<file path="src/rtl/ip_packet_rx.sv">
// ip_packet_rx -- receive side of the accelerator's Ethernet II / IPv4 link.
//
// Parses a byte-serial frame from the MAC RX stream, validates the Ethernet
// and IPv4 header fields that identify traffic for this accelerator, and
// extracts the sender MAC, sender IP and the 10-bit message. An accepted
// message is held until MESSAGE_ACK; the MAC is back-pressured meanwhile.
// Rejected frames bump a saturating DROP_COUNT.
//
// Ports:
//   ACLK, ARESET                     clock (rising), async active-high reset
//   ACCELERATOR_IP/MAC_ADDRESS       own addresses, first-on-wire byte in the MSBs
//   MAC_DATA_IN/VALID/READY/LAST     RX byte stream with handshake
//   MAC_DATA_TUSER                   MAC frame error, qualified by LAST
//   SENDER_MAC/IP_ADDRESS, SENDER_MESSAGE, MESSAGE_VALID, MESSAGE_ACK
//                                    extracted result and its handshake
//   DROP_COUNT                       rejected frames, saturating
//
// Build option: define IP_RX_CHECKSUM_EN to verify the IPv4 header checksum
// (bytes 14-33); otherwise the checksum bytes are ignored.

module ip_packet_rx #(
  parameter int MIN_FRAME_BYTES  = 36,
  parameter bit ACCEPT_BROADCAST = 1'b1
) (
  input  logic        ACLK,
  input  logic        ARESET,
  input  logic [31:0] ACCELERATOR_IP_ADDRESS,
  input  logic [47:0] ACCELERATOR_MAC_ADDRESS,
  input  logic [7:0]  MAC_DATA_IN,
  input  logic        MAC_DATA_VALID,
  output logic        MAC_DATA_READY,
  input  logic        MAC_DATA_LAST,
  input  logic        MAC_DATA_TUSER,
  output logic [47:0] SENDER_MAC_ADDRESS,
  output logic [31:0] SENDER_IP_ADDRESS,
  output logic [9:0]  SENDER_MESSAGE,
  output logic        MESSAGE_VALID,
  input  logic        MESSAGE_ACK,
  output logic [15:0] DROP_COUNT
);

  typedef enum logic {RECV, HOLD} state_t;

  localparam logic [5:0] MIN_LAST = 6'(MIN_FRAME_BYTES - 1);

  state_t      state_q, state_d;
  logic [5:0]  idx_q, idx_d;
  logic        bad_q, bad_d;
  logic        own_mis_q, own_mis_d;   // dst MAC differs from own address
  logic        bc_mis_q, bc_mis_d;     // dst MAC differs from broadcast
  logic [47:0] smac_q, smac_d;         // shadow: src MAC of frame in flight
  logic [31:0] sip_q, sip_d;           // shadow: src IP
  logic [9:0]  smsg_q, smsg_d;         // shadow: message
  logic [47:0] mac_o_q, mac_o_d;
  logic [31:0] ip_o_q, ip_o_d;
  logic [9:0]  msg_o_q, msg_o_d;
  logic [15:0] drop_q, drop_d;

  logic        beat, err, frame_ok;
  logic        own_mis_now, bc_mis_now;
  logic [7:0]  own_mac_b, own_ip_b;
  logic [1:0]  ip_k;

`ifdef IP_RX_CHECKSUM_EN
  logic [16:0] cs_q, cs_d;             // raw sum; carry folded before next add
  logic [7:0]  cs_hi_q, cs_hi_d;       // high byte of the word being assembled
  logic [16:0] cs_sum;

  function automatic logic [15:0] fold16(input logic [16:0] x);
    return x[15:0] + 16'(x[16]);
  endfunction
`endif

  assign beat = MAC_DATA_VALID & MAC_DATA_READY;

  // Byte of own MAC / IP expected at the current index (first byte = MSBs).
  assign ip_k      = idx_q[1:0] + 2'd2;  // 30..33 -> 0..3
  assign own_mac_b = 8'(ACCELERATOR_MAC_ADDRESS >> {3'd5 - idx_q[2:0], 3'b000});
  assign own_ip_b  = 8'(ACCELERATOR_IP_ADDRESS >> {2'd3 - ip_k, 3'b000});

  // ---------------- FSM ----------------
  always_ff @(posedge ACLK or posedge ARESET) begin
    if (ARESET) state_q <= RECV;
    else        state_q <= state_d;
  end

  always_comb begin
    state_d        = state_q;
    MAC_DATA_READY = 1'b0;
    MESSAGE_VALID  = 1'b0;
    case (state_q)
      RECV: begin
        MAC_DATA_READY = 1'b1;
        if (beat && MAC_DATA_LAST && frame_ok) state_d = HOLD;
      end
      HOLD: begin
        MESSAGE_VALID = 1'b1;
        if (MESSAGE_ACK) state_d = RECV;
      end
      default: state_d = RECV;
    endcase
  end

  // ---------------- Parser / datapath ----------------
  always_comb begin
    idx_d     = idx_q;
    bad_d     = bad_q;
    own_mis_d = own_mis_q;
    bc_mis_d  = bc_mis_q;
    smac_d    = smac_q;
    sip_d     = sip_q;
    smsg_d    = smsg_q;
    mac_o_d   = mac_o_q;
    ip_o_d    = ip_o_q;
    msg_o_d   = msg_o_q;
    drop_d    = drop_q;
    err       = 1'b0;
    frame_ok  = 1'b0;
    own_mis_now = own_mis_q | (MAC_DATA_IN != own_mac_b);
    bc_mis_now  = bc_mis_q  | (MAC_DATA_IN != 8'hFF);
`ifdef IP_RX_CHECKSUM_EN
    cs_d    = cs_q;
    cs_hi_d = cs_hi_q;
    cs_sum  = {1'b0, fold16(cs_q)} + {9'd0, cs_hi_q, MAC_DATA_IN};
`endif

    if (beat) begin
      // Destination MAC: decided on its last byte, using this byte too.
      if (idx_q <= 6'd5) begin
        own_mis_d = own_mis_now;
        bc_mis_d  = bc_mis_now;
        if (idx_q == 6'd5 && own_mis_now && (!ACCEPT_BROADCAST || bc_mis_now))
          err = 1'b1;
      end
      if (idx_q >= 6'd6 && idx_q <= 6'd11) smac_d = {smac_q[39:0], MAC_DATA_IN};
      if (idx_q == 6'd12 && MAC_DATA_IN != 8'h08) err = 1'b1;
      if (idx_q == 6'd13 && MAC_DATA_IN != 8'h00) err = 1'b1;
      if (idx_q == 6'd14 && MAC_DATA_IN != 8'h45) err = 1'b1;
      if (idx_q >= 6'd26 && idx_q <= 6'd29) sip_d = {sip_q[23:0], MAC_DATA_IN};
      if (idx_q >= 6'd30 && idx_q <= 6'd33 && MAC_DATA_IN != own_ip_b) err = 1'b1;
      if (idx_q == 6'd34) smsg_d[9:8] = MAC_DATA_IN[1:0];
      if (idx_q == 6'd35) smsg_d[7:0] = MAC_DATA_IN;
`ifdef IP_RX_CHECKSUM_EN
      if (idx_q >= 6'd14 && idx_q <= 6'd33) begin
        if (!idx_q[0]) cs_hi_d = MAC_DATA_IN;
        else begin
          cs_d = cs_sum;
          // Whole header summed once byte 33 lands; valid header folds to all ones.
          if (idx_q == 6'd33 && fold16(cs_sum) != 16'hFFFF) err = 1'b1;
        end
      end
`endif

      if (MAC_DATA_LAST) begin
        frame_ok  = !(bad_q | err | (idx_q < MIN_LAST) | MAC_DATA_TUSER);
        idx_d     = 6'd0;
        bad_d     = 1'b0;
        own_mis_d = 1'b0;
        bc_mis_d  = 1'b0;
`ifdef IP_RX_CHECKSUM_EN
        cs_d    = 17'd0;
        cs_hi_d = 8'd0;
`endif
        if (frame_ok) begin
          // Take the _d shadows: the message byte may arrive on the LAST beat.
          mac_o_d = smac_d;
          ip_o_d  = sip_d;
          msg_o_d = smsg_d;
        end else if (drop_q != 16'hFFFF) begin
          drop_d = drop_q + 16'd1;
        end
      end else begin
        idx_d = (idx_q == 6'd63) ? idx_q : idx_q + 6'd1;
        bad_d = bad_q | err;
      end
    end
  end

  always_ff @(posedge ACLK or posedge ARESET) begin
    if (ARESET) begin
      idx_q     <= '0;
      bad_q     <= 1'b0;
      own_mis_q <= 1'b0;
      bc_mis_q  <= 1'b0;
      smac_q    <= '0;
      sip_q     <= '0;
      smsg_q    <= '0;
      mac_o_q   <= '0;
      ip_o_q    <= '0;
      msg_o_q   <= '0;
      drop_q    <= '0;
    end else begin
      idx_q     <= idx_d;
      bad_q     <= bad_d;
      own_mis_q <= own_mis_d;
      bc_mis_q  <= bc_mis_d;
      smac_q    <= smac_d;
      sip_q     <= sip_d;
      smsg_q    <= smsg_d;
      mac_o_q   <= mac_o_d;
      ip_o_q    <= ip_o_d;
      msg_o_q   <= msg_o_d;
      drop_q    <= drop_d;
    end
  end

`ifdef IP_RX_CHECKSUM_EN
  always_ff @(posedge ACLK or posedge ARESET) begin
    if (ARESET) begin
      cs_q    <= '0;
      cs_hi_q <= '0;
    end else begin
      cs_q    <= cs_d;
      cs_hi_q <= cs_hi_d;
    end
  end
`endif

  assign SENDER_MAC_ADDRESS = mac_o_q;
  assign SENDER_IP_ADDRESS  = ip_o_q;
  assign SENDER_MESSAGE     = msg_o_q;
  assign DROP_COUNT         = drop_q;

endmodule

</file>
<file path="config.mk">
export PLATFORM = sky130hd
export DESIGN_NAME = ip_packet_rx
export DESIGN_NICKNAME = d
export VERILOG_FILES = /design/src/rtl/ip_packet_rx.sv
export SDC_FILE = /design/constraint.sdc
export NUM_CORES = 1
export LEC_CHECK = 0
export BUFFER_PORTS_ARGS = -buffer_cell sky130_fd_sc_hd__buf_2
export CORE_MARGIN = 5
export CORE_UTILIZATION = 40
export DETAILED_ROUTE_END_ITERATION = 8
export PLACE_DENSITY = 0.72
export SYNTH_ARGS = -nofsm -noshare
export SYNTH_HDL_FRONTEND = slang
export SYNTH_SLANG_ARGS = --single-unit
</file>
<file path="constraint.sdc">
create_clock -name ACLK -period 14 [get_ports ACLK]
set_input_delay 2.8 -clock ACLK [delete_from_list [all_inputs] [get_ports ACLK]]
set_output_delay 2.8 -clock ACLK [all_outputs]
set_load 0.01 [all_outputs]
</file>
==> run summary <==
During I/O placement, the number of pins put on the boundary was 202. For this run, the number of Yosys warnings is 0. The repair_antennas step left the layout with diodes totalling 0. The number of nets with antenna violations after routing came out at 0. In this run the post-CTS setup repair buffer count came out at 0. The tools report the source of the worst register-to-register timing path as idx_q[0]. For the aggregate routed wire length, the log shows 23,200 um. The run gives 0 ns as the sum of negative setup slack.

The share of the Yosys chip area taken by registers is 51.1%. Input and output buffers added on the ports amount to 201. The worst setup path is launched from an input port. Measured against its own limit, the worst slew margin works out to 31.7%. VDD sags by at most 68.6 uV.

Dividing the detail-routed via count by the number of cells gives 5.30. After floorplanning, the core was sized to cover 25,000 um2. The net switching share of the total power was 25.8%; the final period utilization was 36.0%. The total grt overflow was 0; the final count of negative-setup-slack endpoints was 0.

The clock skew after layout was 0.0113 ns; the initial cell density of the core was 40.3%. Fill cell total of the finished layout: 2,243. The clock passes through at most 3 buffers. After routing the design area is 12,100 um2. Compared with the post-synthesis result, the final layout area differs by 19.9%.

After synthesis, the largest family of logic cells by area is multiplexers. Fraction of registers with async set/reset: 100%. The classification of the worst setup path is in2reg. Counting every sink on the clock net gives 206. After Yosys synthesis, XOR and XNOR cells account for 3.21% of the synthesized area. The tools report the post-CTS resize count as 0.

The worst setup path is captured at a register. In this run the cell area of the synthesized design comes to 10,100 um2. Combinational logic burns 14.5% of the power.

Post-layout minimum cycle time: 5.05 ns. The number of distinct standard cells referenced by the synthesized netlist is 48. Once detailed placement completed, the half-perimeter wirelength came to 15,900 um. The congestion estimate from routability-driven global placement came to 0.826. The run gives 883 as the net count after synthesis. Counting every instance in the synthesized netlist gives 782. The largest net degree at the start of global routing is 132, and the fraction of met2 tracks used by global routing is 25.7%. For the number of nets in the layout, the log shows 1,061. Of the total power, the clock network draws 39.1%. In this run the most critical hold path is launched from SENDER_MAC_ADDRESS[32]. The tree is rooted in a sky130_fd_sc_hd__clkbuf_16.

The number of pins with negative max-slew slack in the final report is 0, and the total of max-cap violations is 0. Width of the die: 169 um. For this design the ratio of total power to cell area is 123 nW/um2.

Highest-utilization routing layer at the global route stage: met2. For this run, design rule violations remaining after detail routing come to 0. In this run, the number of DRC markers left after iteration 0 of detailed routing was 505.

The number of antenna violations at the first check in global routing is 1. Setup repair after global routing left no endpoint under its margin. The analysis attributes to cell leakage a power of 6.10 nW.

In this run, synthesis inferred 0 flip-flops with an integrated enable. By area the synthesized netlist is led by sky130_fd_sc_hd__dfrtp_1 51%, sky130_fd_sc_hd__mux2_2 21%, sky130_fd_sc_hd__mux2i_1 4.1%. The top fanout value on the critical path works out to 67.

For this run, the detailed router's first-pass iteration total came to 6. The critical path starts at MAC_DATA_VALID. The classification of the worst-slack hold path was reg2reg. Slew of the pin with the lowest slew margin: 1.02 ns. The run gives 14.38 ns as the worst path required time.

From bottom edge to top edge, the die measures 169 um. The proportion of netlist area held by the largest area contributor was 51.1%. Measured against the total synthesized area, the mux share comes to 30.1%. The tools report the clock insertion delay at the later pin of the skew report as 0.50 ns. The number of CTS-inserted buffers is 22, and the number of hold buffers added after cts is 0. The compound-gate portion of the synthesized area was 7.31%.

Global routing used 21.9% of the available met1 tracks. Global routing consumed, over all layers together, 16.2% of the routing resources. The die covers 28,500 um2. The mean instance size in the synthesized netlist was 12.9 um2; the number of standard-cell rows in the floorplan was 58.

The critical path data arrival time came out at 5.43 ns. The logs give 0.00150 W for the total power consumption of the routed design and 0.00111 W for the internal power contribution. Area used by multi-input combinational logic: 4650 um2.

Final hold analysis gives a worst-case slack of 0.482 ns. The synthesized design contains 206 register bits. The run finished with clean final reports.

The clock input transition at the sequential cells of the worst setup and hold paths came out at 0.06 ns. The number of hold-slack violations in the final timing report was 0; the flip-flop and latch area was 5150 um2. The met3 usage in global routing was 3.55%; the first-pass GRT wire length was 38,000 um. The synthesized-area fraction occupied by and/or/nand/nor cells was 4.34%.

The proportion of layout cells with a drive suffix above 1 came out at 46.7%. In this run, flip-flops and latches consume 46.4% of the power. The post-synthesis cell type with the largest combined area was sky130_fd_sc_hd__dfrtp_1. In the synthesized netlist the dominant register cell turns out to be sky130_fd_sc_hd__dfrtp_1. The tools report the number of global-route vias before repair as 7,152. The run gives 0.198 GHz as the maximum frequency from static timing analysis.

Summed over all nets, the switching power comes to 0.000385 W. The adder and majority cell fraction of the synthesized area is 0.868%. Summing all placed instances gives a cell area of 11,400 um2. Summing over every cut layer, the via total after detailed routing is 6,924. The run gives 1 as the H-tree depth. The detail-routed net length per standard cell came out at 17.8 um. TritonCTS built the clock tree.
-- worst paths after layout --
kind / to / slack (ns) / cells after the start
worst max-delay path: SENDER_MAC_ADDRESS[37] / 8.95 / 8
worst min-delay path: SENDER_MAC_ADDRESS[32] / 0.48 / 1
worst max register to register: SENDER_MAC_ADDRESS[37] / 10.45 / 9
worst min register to register: SENDER_MAC_ADDRESS[32] / 0.48 / 1
max in group asynchronous: sip_q[7] / 10.07 / 3
min in group asynchronous: SENDER_MAC_ADDRESS[39] / 2.46 / 2
-- kinds of logic (layout without fill, tap and decap cells) --
group | after synthesis | after routing
muxes | 260 | 260
xor gates and xnor gates | 37 | 37
adders and majority gates | 7 | 7
DFF | 206 | 206
and+or+nand+nor | 84 | 84
buffers and inverters | 70 | 264
AOI/OAI and AO/OA | 118 | 118
-- sequential cells by signal, summed over array words and instances, names as in the netlist --
name	flops
SENDER_MESSAGE	10
sip_q	32
smac_q	48
smsg_q	10
bad_q	1
own_mis_q	1
bc_mis_q	1
idx_q	6
SENDER_MAC_ADDRESS	48
DROP_COUNT	16
state_q	1
SENDER_IP_ADDRESS	32
-- critical path, stage by stage --
cell                      delay (ns)
sky130_fd_sc_hd__buf_2          0.07
sky130_fd_sc_hd__nor2b_1        0.77
sky130_fd_sc_hd__nand2_1        0.19
sky130_fd_sc_hd__nor3_2         0.14
sky130_fd_sc_hd__buf_4          0.53
sky130_fd_sc_hd__nand2_2        0.08
sky130_fd_sc_hd__buf_4          0.38
sky130_fd_sc_hd__mux2_1         0.41
-- power groups by stage --
stage,Sequential (W),Combinational [W],Clock (W)
floorplan,0.000690,0.000162,0
global placement,0.000699,0.000215,0
detailed placement,0.000703,0.000220,0
CTS,0.000693,0.000221,0.000599
global route,0.000701,0.000243,0.000624
finish,0.000694,0.000217,0.000584
-- cells in the final DEF (no fill, tap or decap), types with 14 or more instances in the layout --
cell type / count
sky130_fd_sc_hd__dfrtp_1: 206
sky130_fd_sc_hd__buf_2: 201
sky130_fd_sc_hd__mux2_2: 185
sky130_fd_sc_hd__mux2i_1: 41
sky130_fd_sc_hd__a21oi_1: 38
sky130_fd_sc_hd__a31oi_1: 34
sky130_fd_sc_hd__clkbuf_16: 22
sky130_fd_sc_hd__mux2_1: 20
sky130_fd_sc_hd__xor2_1: 20
sky130_fd_sc_hd__nand2_1: 18
sky130_fd_sc_hd__xnor2_1: 17
sky130_fd_sc_hd__mux4_2: 14
sky130_fd_sc_hd__nand3_1: 14
-- synthesized netlist by cell type (2+ instances only) --
| cell | number |
|---|---|
| sky130_fd_sc_hd__xor2_1 | 20 |
| sky130_fd_sc_hd__mux4_2 | 14 |
| sky130_fd_sc_hd__nor3_1 | 6 |
| sky130_fd_sc_hd__ha_1 | 7 |
| sky130_fd_sc_hd__or3_1 | 2 |
| sky130_fd_sc_hd__dfrtp_1 | 206 |
| sky130_fd_sc_hd__a21oi_1 | 38 |
| sky130_fd_sc_hd__buf_1 | 7 |
| sky130_fd_sc_hd__mux2i_1 | 41 |
| sky130_fd_sc_hd__buf_2 | 15 |
| sky130_fd_sc_hd__nand3_1 | 15 |
| sky130_fd_sc_hd__buf_4 | 6 |
| sky130_fd_sc_hd__nor2_1 | 13 |
| sky130_fd_sc_hd__nand4_1 | 10 |
| sky130_fd_sc_hd__xnor2_1 | 17 |
| sky130_fd_sc_hd__a31oi_1 | 34 |
| sky130_fd_sc_hd__and3_1 | 2 |
| sky130_fd_sc_hd__nand2b_1 | 3 |
| sky130_fd_sc_hd__buf_6 | 2 |
| sky130_fd_sc_hd__a211oi_1 | 7 |
| sky130_fd_sc_hd__clkbuf_1 | 28 |
| sky130_fd_sc_hd__inv_1 | 12 |
| sky130_fd_sc_hd__nor4b_1 | 3 |
| sky130_fd_sc_hd__o2111ai_1 | 2 |
| sky130_fd_sc_hd__mux2_1 | 20 |
| sky130_fd_sc_hd__nor2b_1 | 3 |
| sky130_fd_sc_hd__mux2_2 | 185 |
| sky130_fd_sc_hd__a22oi_1 | 4 |
| sky130_fd_sc_hd__o21ai_0 | 12 |
| sky130_fd_sc_hd__a2111oi_0 | 10 |
| sky130_fd_sc_hd__o31ai_1 | 2 |
| sky130_fd_sc_hd__nand2_1 | 19 |
| sky130_fd_sc_hd__o22ai_1 | 2 |
-- per-stage QoR --
| stage | instances | setup WS (ns) | util (%) |
|---|---|---|---|
| 2_1_floorplan | 782 | 5.58 | - |
| 3_3_place_gp | 1266 | 8.47 | 45.4 |
| 3_5_place_dp | 1266 | 8.45 | 45.4 |
| 4_1_cts | 1306 | 8.99 | 48.4 |
| 5_1_grt | 1306 | 8.76 | 48.4 |
| 6_report | 1306 | 8.95 | 48.4 |
-- metal layers --
metal,share of wire (%),vias up,wire [um]
met5,0,-,0
met1,44,3386,10100
met4,3.7,0,862
met3,7.1,51,1650
met2,46,245,10600
li1,-,3242,-
-- final cells by class --
type,instances,area share (%)
clock buffer,34,5.58
inverter,12,0.434
tap,330,3.41
clock inverter,6,0.579
sequential,206,42.6
timing repair buffer,212,8.99
multi-input combinational,506,38.4
No activity file was read; power rests on OpenSTA's default activity.
